## config.mk

```make
export PLATFORM = sky130hd
export DESIGN_NAME = tmds_encoder_dc
export DESIGN_NICKNAME = d
export VERILOG_FILES = /design/src/rtl/tmds_encoder_dc.sv
export SDC_FILE = /design/constraint.sdc
export NUM_CORES = 1
export LEC_CHECK = 0
export ABC_AREA = 1
export BUFFER_PORTS_ARGS = -buffer_cell sky130_fd_sc_hd__buf_2
export CORE_MARGIN = 2
export CORE_UTILIZATION = 40
export CTS_BUF_LIST = sky130_fd_sc_hd__clkbuf_8
export CTS_CLUSTER_SIZE = 10
export DETAILED_ROUTE_END_ITERATION = 8
export SYNTH_ARGS = -nofsm -noshare
export SYNTH_HDL_FRONTEND = slang
export SYNTH_SLANG_ARGS = --single-unit
```

## constraint.sdc

```tcl
create_clock -name clk -period 3.8 [get_ports clk]
set_input_delay 0.76 -clock clk [delete_from_list [all_inputs] [get_ports clk]]
set_output_delay 0.76 -clock clk [all_outputs]
set_load 0.02 [all_outputs]
```

## src/rtl/tmds_encoder_dc.sv

```systemverilog
// tmds_encoder_dc: DVI 8b/10b transition-minimising, DC-balanced TMDS encoder.
// Each channel keeps its own running disparity; the pipeline latency is two clocks.
module tmds_encoder_dc #(
    parameter int CHANNELS    = 3,
    parameter int COLOUR_BITS = 3
) (
    input  logic                            clk,
    input  logic                            reset_n,
    input  logic                            blank,
    input  logic [2*CHANNELS-1:0]           ctl,
    input  logic [CHANNELS*COLOUR_BITS-1:0] pixel,
    output logic [10*CHANNELS-1:0]          symbols,
    output logic [9:0]                      clk_symbol
);
    localparam logic [9:0] CTL_00 = 10'b1101010100;
    localparam logic [9:0] CTL_01 = 10'b0010101011;
    localparam logic [9:0] CTL_10 = 10'b0101010100;
    localparam logic [9:0] CTL_11 = 10'b1010101011;

    logic blank_q;

    assign clk_symbol = 10'b0000011111;

    always_ff @(posedge clk) begin
        if (!reset_n) blank_q <= 1'b1;
        else          blank_q <= blank;
    end

    for (genvar c = 0; c < CHANNELS; c++) begin : g_ch
        logic [7:0]        d;
        logic [3:0]        n1, n1q;
        logic              flip;
        logic [8:0]        qm, qm_q;
        logic [1:0]        ctl_q;
        logic signed [4:0] cnt, cnt_nx, disp;
        logic [9:0]        sym, sym_nx;

        // MSB-first replication of the colour value out to eight bits
        for (genvar k = 0; k < 8; k++) begin : g_w
            assign d[7-k] = pixel[c*COLOUR_BITS + COLOUR_BITS - 1 - (k % COLOUR_BITS)];
        end

        assign n1 = 4'($countones(d));

        always_comb begin
            flip  = n1 > 4'd4 || (n1 == 4'd4 && !d[0]);
            qm[0] = d[0];
            for (int i = 1; i < 8; i++)
                qm[i] = flip ? ~(qm[i-1] ^ d[i]) : qm[i-1] ^ d[i];
            qm[8] = !flip;
        end

        always_ff @(posedge clk) begin
            if (!reset_n) begin
                ctl_q <= 2'b00;
                qm_q  <= '0;
            end else begin
                ctl_q <= ctl[2*c +: 2];
                qm_q  <= qm;
            end
        end

        // disp = ones - zeros of q_m[7:0]; wraps correctly at n1q == 8
        assign n1q  = 4'($countones(qm_q[7:0]));
        assign disp = $signed({n1q, 1'b0}) - 5'sd8;

        always_comb begin
            sym_nx = {~qm_q[8], qm_q[8], qm_q[8] ? qm_q[7:0] : ~qm_q[7:0]};
            cnt_nx = qm_q[8] ? cnt + disp : cnt - disp;
            if (blank_q) begin
                sym_nx = ctl_q == 2'b00 ? CTL_00 :
                         ctl_q == 2'b01 ? CTL_01 :
                         ctl_q == 2'b10 ? CTL_10 : CTL_11;
                cnt_nx = 5'sd0;
            end else if (cnt != 5'sd0 && n1q != 4'd4) begin
                if (cnt[4] == disp[4]) begin
                    sym_nx = {1'b1, qm_q[8], ~qm_q[7:0]};
                    cnt_nx = cnt - disp + (qm_q[8] ? 5'sd2 : 5'sd0);
                end else begin
                    sym_nx = {1'b0, qm_q[8], qm_q[7:0]};
                    cnt_nx = cnt + disp - (qm_q[8] ? 5'sd0 : 5'sd2);
                end
            end
        end

        always_ff @(posedge clk) begin
            if (!reset_n) begin
                sym <= CTL_00;
                cnt <= 5'sd0;
            end else begin
                sym <= sym_nx;
                cnt <= cnt_nx;
            end
        end

        assign symbols[10*c +: 10] = sym;
    end
endmodule

```

# Word-level counts from Yosys, hierarchy flattened
# Index checks and enable logic that the tools add are counted.
[word_totals]
wordCells = 213
output_inout_bits = 40
in_bits = 18
reg_bits = 79
[classes]
mux = 57
reduce_logical = 22
bitwise_logic = 49
add_sub_neg = 54
eq_ne = 15
n_lt_le_gt_ge = 3
[ops]
columns = ["op", "n"]
rows = [
  ["$mux 10", 18],
  ["$mux 5", 9],
  ["$add 1x1->2", 21],
  ["$add 2x2->3", 12],
  ["$not 1->1", 25],
  ["$add 3x3->4", 6],
  ["$mux 8", 3],
  ["$not 8->8", 3],
  ["$mux 1", 21],
  ["$xor 1x1->1", 21],
  ["$add 5x3->5", 3],
  ["$add 5x5->5", 3],
  ["$reduce_bool 5->1", 3],
  ["$sub 5x3->5", 3],
  ["$sub 5x5->5", 3],
  ["$sub 5x5->5 const B", 3],
  ["$eq 4x3->1 const B", 3],
  ["$gt 4x3->1 const B", 3],
  ["$mux 2", 6],
  ["$ne 4x3->1 const B", 3],
  ["$eq 2x1->1 const B", 3],
  ["$eq 2x2->1 const B", 3],
  ["$logic_and 1x1->1", 6],
  ["$logic_not 1->1", 6],
  ["other kinds (4)", 10],
]

# Logic depth before layout (Yosys ltp)
# Gate-level depths: netlist of run 1.
[depth]
word_depth = 25
ltp_mapped = 20
mapped_depth_nobuf = 19

# Worst setup path before layout of run 1
# OpenSTA, ideal clock, no wires.
[synth_timing]
kind = "register -> register"
start = "register g_ch[1].qm_q[0]"
end = "register g_ch[1].cnt[3]"
path_stages_with_launch = 15
t_arrival_ns = 3.810
setup_slack_ns = -0.079
n_path_buf = 0
required_ns = 3.730
period_less_slack_ns = 3.879
setup_ns = 0.070
cell_sequence = "dfxtp_1 fa_1 inv_1 fa_1 fa_1 inv_1 ha_1 fa_1 inv_1 fa_1 ha_1 or2_0 nand3_1 nand3_1 a21oi_1"
[synth_between]
elab_chain_cells = 8
word_cells_on_any_way = 14
classes_between = "add/sub: 8; eq/ne: 2; mux: 3; reduce/logical: 1"
[synth_lines]
columns = ["element", "line_no", "rtl"]
rows = [
  ["start: declaration", "33", "logic [8:0] qm, qm_q;"],
  ["start signal: assignment", "59", "qm_q <= qm;"],
  ["$add 1x1->2 (not written as such) (*)", "64", "assign n1q = 4'($countones(qm_q[7:0]));"],
  ["$add 2x2->3 (not written as such) (*)", "64", ""],
  ["$add 3x3->4 (not written as such) (*)", "64", ""],
  ["$sub 5x5->5", "65", "assign disp = $signed({n1q, 1'b0}) - 5'sd8;"],
  ["$add 5x5->5 / $sub 5x5->5 (equally long branches)", "69, 81, 78", ""],
  ["$sub 5x3->5 / $add 5x3->5 (equally long branches)", "81, 78", ""],
  ["$mux 5", "76", "if (cnt[4] == disp[4]) begin"],
  ["$mux 5 (*)", "75", "end else if (cnt != 5'sd0 && n1q != 4'd4) begin"],
  ["end signal: assignment", "92", "cnt <= cnt_nx;"],
  ["end: declaration", "35", "logic signed [4:0] cnt, cnt_nx, disp;"],
]
# Every way passes the cells marked *; elsewhere a longest branch is shown, timed or not.
# A chain may end at the register's enable or synchronous reset.

# Worst setup path in the final report of run 1
[layout_timing]
start = "register g_ch[1].qm_q[0]"
end = "register g_ch[1].cnt[2]"
# Same word-level chain as after synthesis.

==> impl_results.md, run 1 <==
* P&R area growth vs syn at 24.2%
* Unrepaired setup endpoints after global routing: yes
* Clk pwr share at 15.3%
* Clock latency on the worst-skew pair at 0.37 ns
* Gate Count Post-Synth at 711
* Status: finished with violations
* Cts bufs inserted at 9
* Total core area at 0.0127 mm2
* Setup WS pre-CTS at -0.263 ns
* Placed Cells at 951
* Sink Count at 73
* FF+latch count, synth at 73
* R2R Path End: g_ch[1].cnt[2]
* Port buffer count at 47
* Detailed Route WL at 12300 um
* Synth warn at 0
* Routed len/inst at 12.7 um
* Antenna-violating nets left at 0
* Cell Area, Placed at 0.00586 mm2
* Routed vias at 4575
* Remaining routing DRC violations at 0
* HPWL Detailed at 9280 um
* Gate power share at 62.3%
* Initial Utilization at 41.2%
* Synthesized area per cell at 7.35 um2
* Final WS setup at -0.120 ns
* Post-synthesis sequential area ratio at 28.0%
* First-pass GRT wire length at 20300 um
* CTS tree: built
* Grt total ovfl at 0
* Aggregate global-route resource usage at 17.8%
* Peak supply drop at 0.000227 V
* Die area at 0.0140 mm2
* Clk slew on worst S/H paths at 0.08 ns
* Critical Path Fanout Max at 3
* Vias in the first global route at 4465
* IO Count at 58
* NetSw at 1.82 mW
* Largest net degree at the start of global routing at 23
* Worst EP required at 4.10 ns
* Worst Tran Pin Value at 0.733 ns
* Slew margin rel. at 50.7%
* Final core occ at 51.2%
* Netlist cell types at 27
* Min-delay worst type: reg -> reg
* H-Tree Depth at 3
* P_leak at 3.31 nW
* Failing checks: negative setup slack
* Final Hold Fails at 0
* Filler Cell Count at 1243
* Synthesized area at 0.00523 mm2
* GP Congestion at 0.837
* Sw Ratio at 44.6%
* Final period demand of the worst path at 3.92 ns
* Vias per inst at 4.70
* Die width at 118 um
* Post-route cell area at 0.00649 mm2
* MaxCap Viol Count at 0
* Slew Limit Fails at 0
* Tcrit/Tclk final at 103%
* Root Buffer: clkbuf_8
* Crit. End Element: flop
* Kind of critical path: reg -> reg
* Endpoints failing setup at 10
* Fmax at 255 MHz
* Ant diodes at 0
* Internal Pwr Total at 2.26 mW
* Row count at 41
* Initial antenna violation count at 0
* Post-route setup TNS at -0.766 ns
* Power, Total at 4.08 mW
* Clk_skew at 0.00716 ns
* Worst Hold Margin at 0.555 ns
* Pwr dens at 628 mW/mm2
* 1st-iter DRT viols at 230
* R2r worst-path depth at 13
* Clk buf depth at 2
* Total iterations of the first detailed-routing run at 4
* Fin cells at 974
* FF-to-FF setup slack at -0.12 ns
* Die Ht at 118 um
* Crit path launch: g_ch[1].qm_q[0]
* Layout cells sized above 1 at 26.4%
* Worst setup path end: g_ch[1].cnt[2]
* Crit path arrival time at 4.22 ns
* Layout net count at 897
* Startpoint types: flop
* Reg power frac at 22.4%
* Worst R2R Start: g_ch[1].qm_q[0]
## what timing repair did
action / 4_1_cts / 5_1_grt
gates cloned: 0 / 0
endpoints found under the setup margin: 37 / 38
pin swaps: 27 / 55
hold buffers: 0 / 0
resized for setup: 48 / 77
buffers inserted: 6 / 2
## Yosys cell counts
master	number	share of area, %
a21oi_1	20	1.9
buf_2	10	0.96
buf_4	13	1.9
buf_6	3	0.65
clkbuf_1	3	0.22
clkbuf_4	1	0.14
conb_1	2	0.14
dfxtp_1	73	28
fa_1	27	10
ha_1	54	13
inv_1	128	9.2
inv_2	4	0.29
nand2_1	165	12
nand2_2	6	0.72
nand3_1	57	5.5
nand4_1	3	0.36
nor2_1	56	4.0
nor2_2	1	0.12
o211ai_1	16	2.3
o21ai_0	37	3.5
o21ai_1	1	0.096
o21ai_2	2	0.34
o31ai_1	3	0.43
or2_0	3	0.36
or2_2	1	0.12
xnor2_1	9	1.5
xor2_1	13	2.2
## routing by layer
layer	track usage (%)	share of wire, %	vias to the layer above
li1	-	-	2337
met1	22.9	47	2111
met2	29.7	47	108
met3	3.72	4.5	19
met4	6.10	1.6	0
met5	0	0	-
## power groups by stage
stage | combinational [mW] | sequential (mW) | clock (mW)
floorplan | 1.45 | 0.956 | 0
global placement | 2.04 | 0.925 | 0
detailed placement | 2.11 | 0.926 | 0
CTS | 2.30 | 0.912 | 0.639
global route | 2.84 | 0.927 | 0.667
finish | 2.54 | 0.916 | 0.623
## worst min path at each step
stage,start,end,slack (ns),cells after the start
2_1_floorplan,g_ch[0].qm_q[5],g_ch[0].sym[5],0.50,3
3_3_place_gp,g_ch[0].qm_q[5],g_ch[0].sym[5],0.55,3
3_5_place_dp,g_ch[0].qm_q[5],g_ch[0].sym[5],0.54,3
4_1_cts,g_ch[0].qm_q[5],g_ch[0].sym[5],0.56,3
5_1_grt,blank,blank_q,0.58,2
6_report,g_ch[0].qm_q[5],g_ch[0].sym[5],0.56,3
## cell families after synthesis
group	Yosys count	synth area share [%]
AO/OA/AOI/OAI	79	8.62
adder cells (fa/ha/maj)	81	23.3
XOR/XNOR	22	3.69
AND/OR/NAND/NOR	292	23.0
flip-flops	73	28.0
buffers and inverters	162	13.3
other	2	0.144
## critical path, stage by stage, from the launching register on
cell	delay [ns]
dfxtp_2	0.33
fa_1	0.52
inv_1	0.04
fa_1	0.44
fa_1	0.51
inv_2	0.05
ha_4	0.16
fa_2	0.56
inv_2	0.06
fa_1	0.51
ha_1	0.34
a21oi_2	0.11
o21ai_1	0.08
a21oi_1	0.14
## cell usage in the layout (no fill, tap or decap), types with 2 or more instances in the layout
| cell type | Yosys | layout |
|---|---|---|
| nand2_1 | 165 | 144 |
| inv_1 | 128 | 113 |
| dfxtp_1 | 73 | 70 |
| nand3_1 | 57 | 50 |
| nor2_1 | 56 | 48 |
| buf_2 | 10 | 47 |
| buf_4 | 13 | 43 |
| ha_1 | 54 | 41 |
| o21ai_1 | 1 | 25 |
| nand2_2 | 6 | 23 |
| fa_1 | 27 | 21 |
| o211ai_1 | 16 | 16 |
| inv_2 | 4 | 15 |
| xor2_1 | 13 | 13 |
| a21oi_1 | 20 | 13 |
| o21ai_0 | 37 | 11 |
| ha_4 | 0 | 10 |
| conb_1 | 2 | 10 |
| nor2_2 | 1 | 9 |
| clkbuf_8 | 0 | 9 |
| nand3_2 | 0 | 7 |
| a21oi_2 | 0 | 7 |
| xnor2_1 | 9 | 6 |
| fa_2 | 0 | 6 |
| buf_6 | 3 | 6 |
| nand2_4 | 0 | 4 |
| nand4_1 | 3 | 3 |
| o31ai_1 | 3 | 3 |
| xnor2_2 | 0 | 3 |
| inv_4 | 0 | 3 |
| or2_0 | 3 | 3 |
| ha_2 | 0 | 3 |
| dfxtp_2 | 0 | 3 |
| o21ai_4 | 0 | 2 |
| o21ai_2 | 2 | 2 |
| inv_6 | 0 | 2 |
| clkinv_4 | 0 | 2 |
| buf_12 | 0 | 2 |
## flip-flops by register name, indices dropped and copies added, names as in the netlist
name / flops
g_ch.sym: 29
g_ch.qm_q: 25
g_ch.cnt: 12
g_ch.ctl_q: 6
blank_q: 1
## area by class of cell
class | count | area (um2) | area share (%)
multi-input cells | 484 | 3450 | 53.1
flip-flops and latches | 73 | 1470 | 22.6
repair buffers | 98 | 666 | 10.3
inverters | 132 | 508 | 7.82
well taps | 172 | 215 | 3.31
clock buffers | 9 | 124 | 1.91
clock inverters | 6 | 68.8 | 1.06
No activity file was read; power rests on OpenSTA's default activity.
==> run 2: changes to the inputs <==
Settings changed: CORE_ASPECT_RATIO from default to 0.9.
==> run 2 against run 1 <==
Compared with the run above: sequential power hardly changed; wire length is 0.96% higher; global-route usage is 0.38 points higher; largest cell class unchanged; the flow still finishes with violations (negative setup slack); clock power is 2% higher; power is 3.9% higher; cell area is 1.4% higher; maximum frequency is 1.6% lower; cell count is 0.72% lower; first-iteration DRC count is 21% higher; clock skew is 0.0050 ns higher; combinational power is 6% higher; worst setup slack worse by 0.065 ns.
==> impl_results.md, run 2 (synthesis results as in run 1) <==
* H-Tree Depth at 3
* Layout net count at 897
* Routed len/inst at 12.9 um
* Vias per inst at 4.74
* Row count at 39
* Filler Cell Count at 1244
* Post-route setup TNS at -1.06 ns
* Total iterations of the first detailed-routing run at 5
* Final WS setup at -0.185 ns
* Crit path top cell by count: fa_1
* Worst hold stages at 3
* HPWL Detailed at 9450 um
* Cts bufs inserted at 9
* Fmax at 251 MHz
* Initial Utilization at 41.0%
* Failing checks: negative setup slack
* Status: finished with violations
* Max reg flops at 29
* Routed vias at 4579
* Slowest stage delay, CP at 0.60 ns
* Worst Tran Pin Value at 0.685 ns
* Peak supply drop at 0.000235 V
* Layout cells sized above 1 at 28.3%
* Worst R2R Start: g_ch[1].qm_q[0]
* Port buffer count at 47
* R2r worst-path depth at 13
* Crit path arrival time at 4.27 ns
* Commonest non-fill, non-tap cell in the layout: nand2_1
* Cell Area, Placed at 0.00584 mm2
* First-pass GRT wire length at 20800 um
* Clock latency on the worst-skew pair at 0.36 ns
* Grt total ovfl at 0
* Regs by FF count: g_ch.sym (29), g_ch.qm_q (25), g_ch.cnt (12)
* Min-delay src: g_ch[0].qm_q[5]
* Antenna-violating nets left at 0
* Tcrit/Tclk final at 105%
* Clk_skew at 0.0121 ns
* CTS tree: built
* Worst EP required at 4.09 ns
* Detailed Route WL at 12500 um
* MaxCap Viol Count at 0
* Pwr dens at 644 mW/mm2
* Die Ht at 112 um
* Hold Path End: g_ch[0].sym[5]
* Final period demand of the worst path at 3.99 ns
* Total core area at 0.0127 mm2
* 1st-iter DRT viols at 278
* Crit. End Element: flop
* Unrepaired setup endpoints after global routing: yes
* Commonest non-fill, non-tap cells in the layout: nand2_1, inv_1, dfxtp_1
* Delay-heaviest family, CP: adder cells
* Slew margin rel. at 53.9%
* Initial antenna violation count at 0
* GP Congestion at 0.856
* Endpoints failing setup at 9
* Critical Path Fanout Max at 3
* Clk buf depth at 2
* Aggregate global-route resource usage at 18.2%
* Largest reg by FF count: g_ch.sym
* Post-route cell area at 0.00658 mm2
* Sink Count at 73
* Largest net degree at the start of global routing at 23
* Critical-path cell list: fa_1 -> inv_1 -> fa_1 -> fa_1 -> inv_1 -> ha_2 -> fa_2 -> inv_4 -> fa_2 -> ha_4 -> a21oi_2 -> o21ai_2 -> a21oi_2
* Kind of critical path: reg -> reg
* Crit path launch: g_ch[1].qm_q[0]
* R2R Path End: g_ch[1].cnt[2]
* Die area at 0.0140 mm2
* Remaining routing DRC violations at 0
* Die width at 124 um
* P_leak at 3.33 nW
* Ant diodes at 0
* Final Hold Fails at 0
* Hold Buf Count CTS at 0
* FF-to-FF setup slack at -0.19 ns
* IO Count at 58
* Slew Limit Fails at 0
* Startpoint types: flop
* Buffers & Inverters on Critical Path at 3
* Vias in the first global route at 4400
* Clk slew on worst S/H paths at 0.08 ns
* Min-delay worst type: reg -> reg
* P&R area growth vs syn at 26.0%
* Worst Hold Margin at 0.556 ns
* Root Buffer: clkbuf_8
* Slowest cell on crit path: fa_2
-- run 2: cell types whose count changed in the layout (fill, tap and decap cells not counted), sizes merged --
cell / previous run / this run
clkinv: 3 / 2
inv: 133 / 134
clkinvlp: 1 / 2
-- run 2: through the flow --
stage	power (mW)	std cells	util, %	setup slack, ns
after floorplan	2.41	719	-	-0.0141
after global placement	2.96	942	45.8	-0.175
after detailed placement	3.04	942	45.8	-0.226
after CTS	3.90	965	49.1	-0.169
after global routing	4.61	967	51.7	-0.305
final	4.24	967	51.7	-0.185
-- run 2: cell type report --
cell class | count | area [um2] | area share (%)
clock inverters | 7 | 78.8 | 1.20
flip-flops and latches | 73 | 1470 | 22.3
clock buffers | 9 | 124 | 1.88
inverters | 132 | 515 | 7.83
repair buffers | 98 | 668 | 10.1
multi-input cells | 484 | 3530 | 53.6
well taps | 164 | 205 | 3.12
-- run 2: how the worst max path moves through the flow --
stage	to	slack (ns)	cells past startpoint
finish	g_ch[1].cnt[2]	-0.19	13
global route	g_ch[1].cnt[2]	-0.31	13
CTS	g_ch[1].cnt[2]	-0.17	13
detailed placement	g_ch[2].cnt[4]	-0.23	18
global placement	g_ch[0].cnt[3]	-0.18	17
floorplan	g_ch[1].cnt[3]	-0.01	14
-- run 2: routing by layer --
layer	vias up	GRT usage (%)	part of all wire [%]
li1	2338	-	-
met1	2109	23.5	47
met2	112	30.3	48
met3	20	4.10	4.2
met4	0	5.99	1.7
met5	-	0	0
-- run 2: where the power goes --
| group | leakage [nW] | internal [mW] | total (mW) | switching [mW] |
|---|---|---|---|---|
| registers | 0.607 | 0.849 | 0.914 | 0.0651 |
| logic | 2.62 | 1.18 | 2.69 | 1.52 |
| clock network | 0.0977 | 0.310 | 0.633 | 0.323 |
-- run 2: what timing repair did --
| item | CTS | global route |
|---|---|---|
| buffers inserted | 6 | 2 |
| cloned | 1 | 0 |
| pin swaps | 29 | 44 |
| endpoints found under the setup margin | 38 | 38 |
| gates resized for setup | 50 | 101 |
-- run 2: tightest hold or removal path: stages (launching register included) --
cell and delay, ns:
dfxtp_1 0.32, o211ai_1 0.09, nand3_1 0.07, nand2_1 0.05
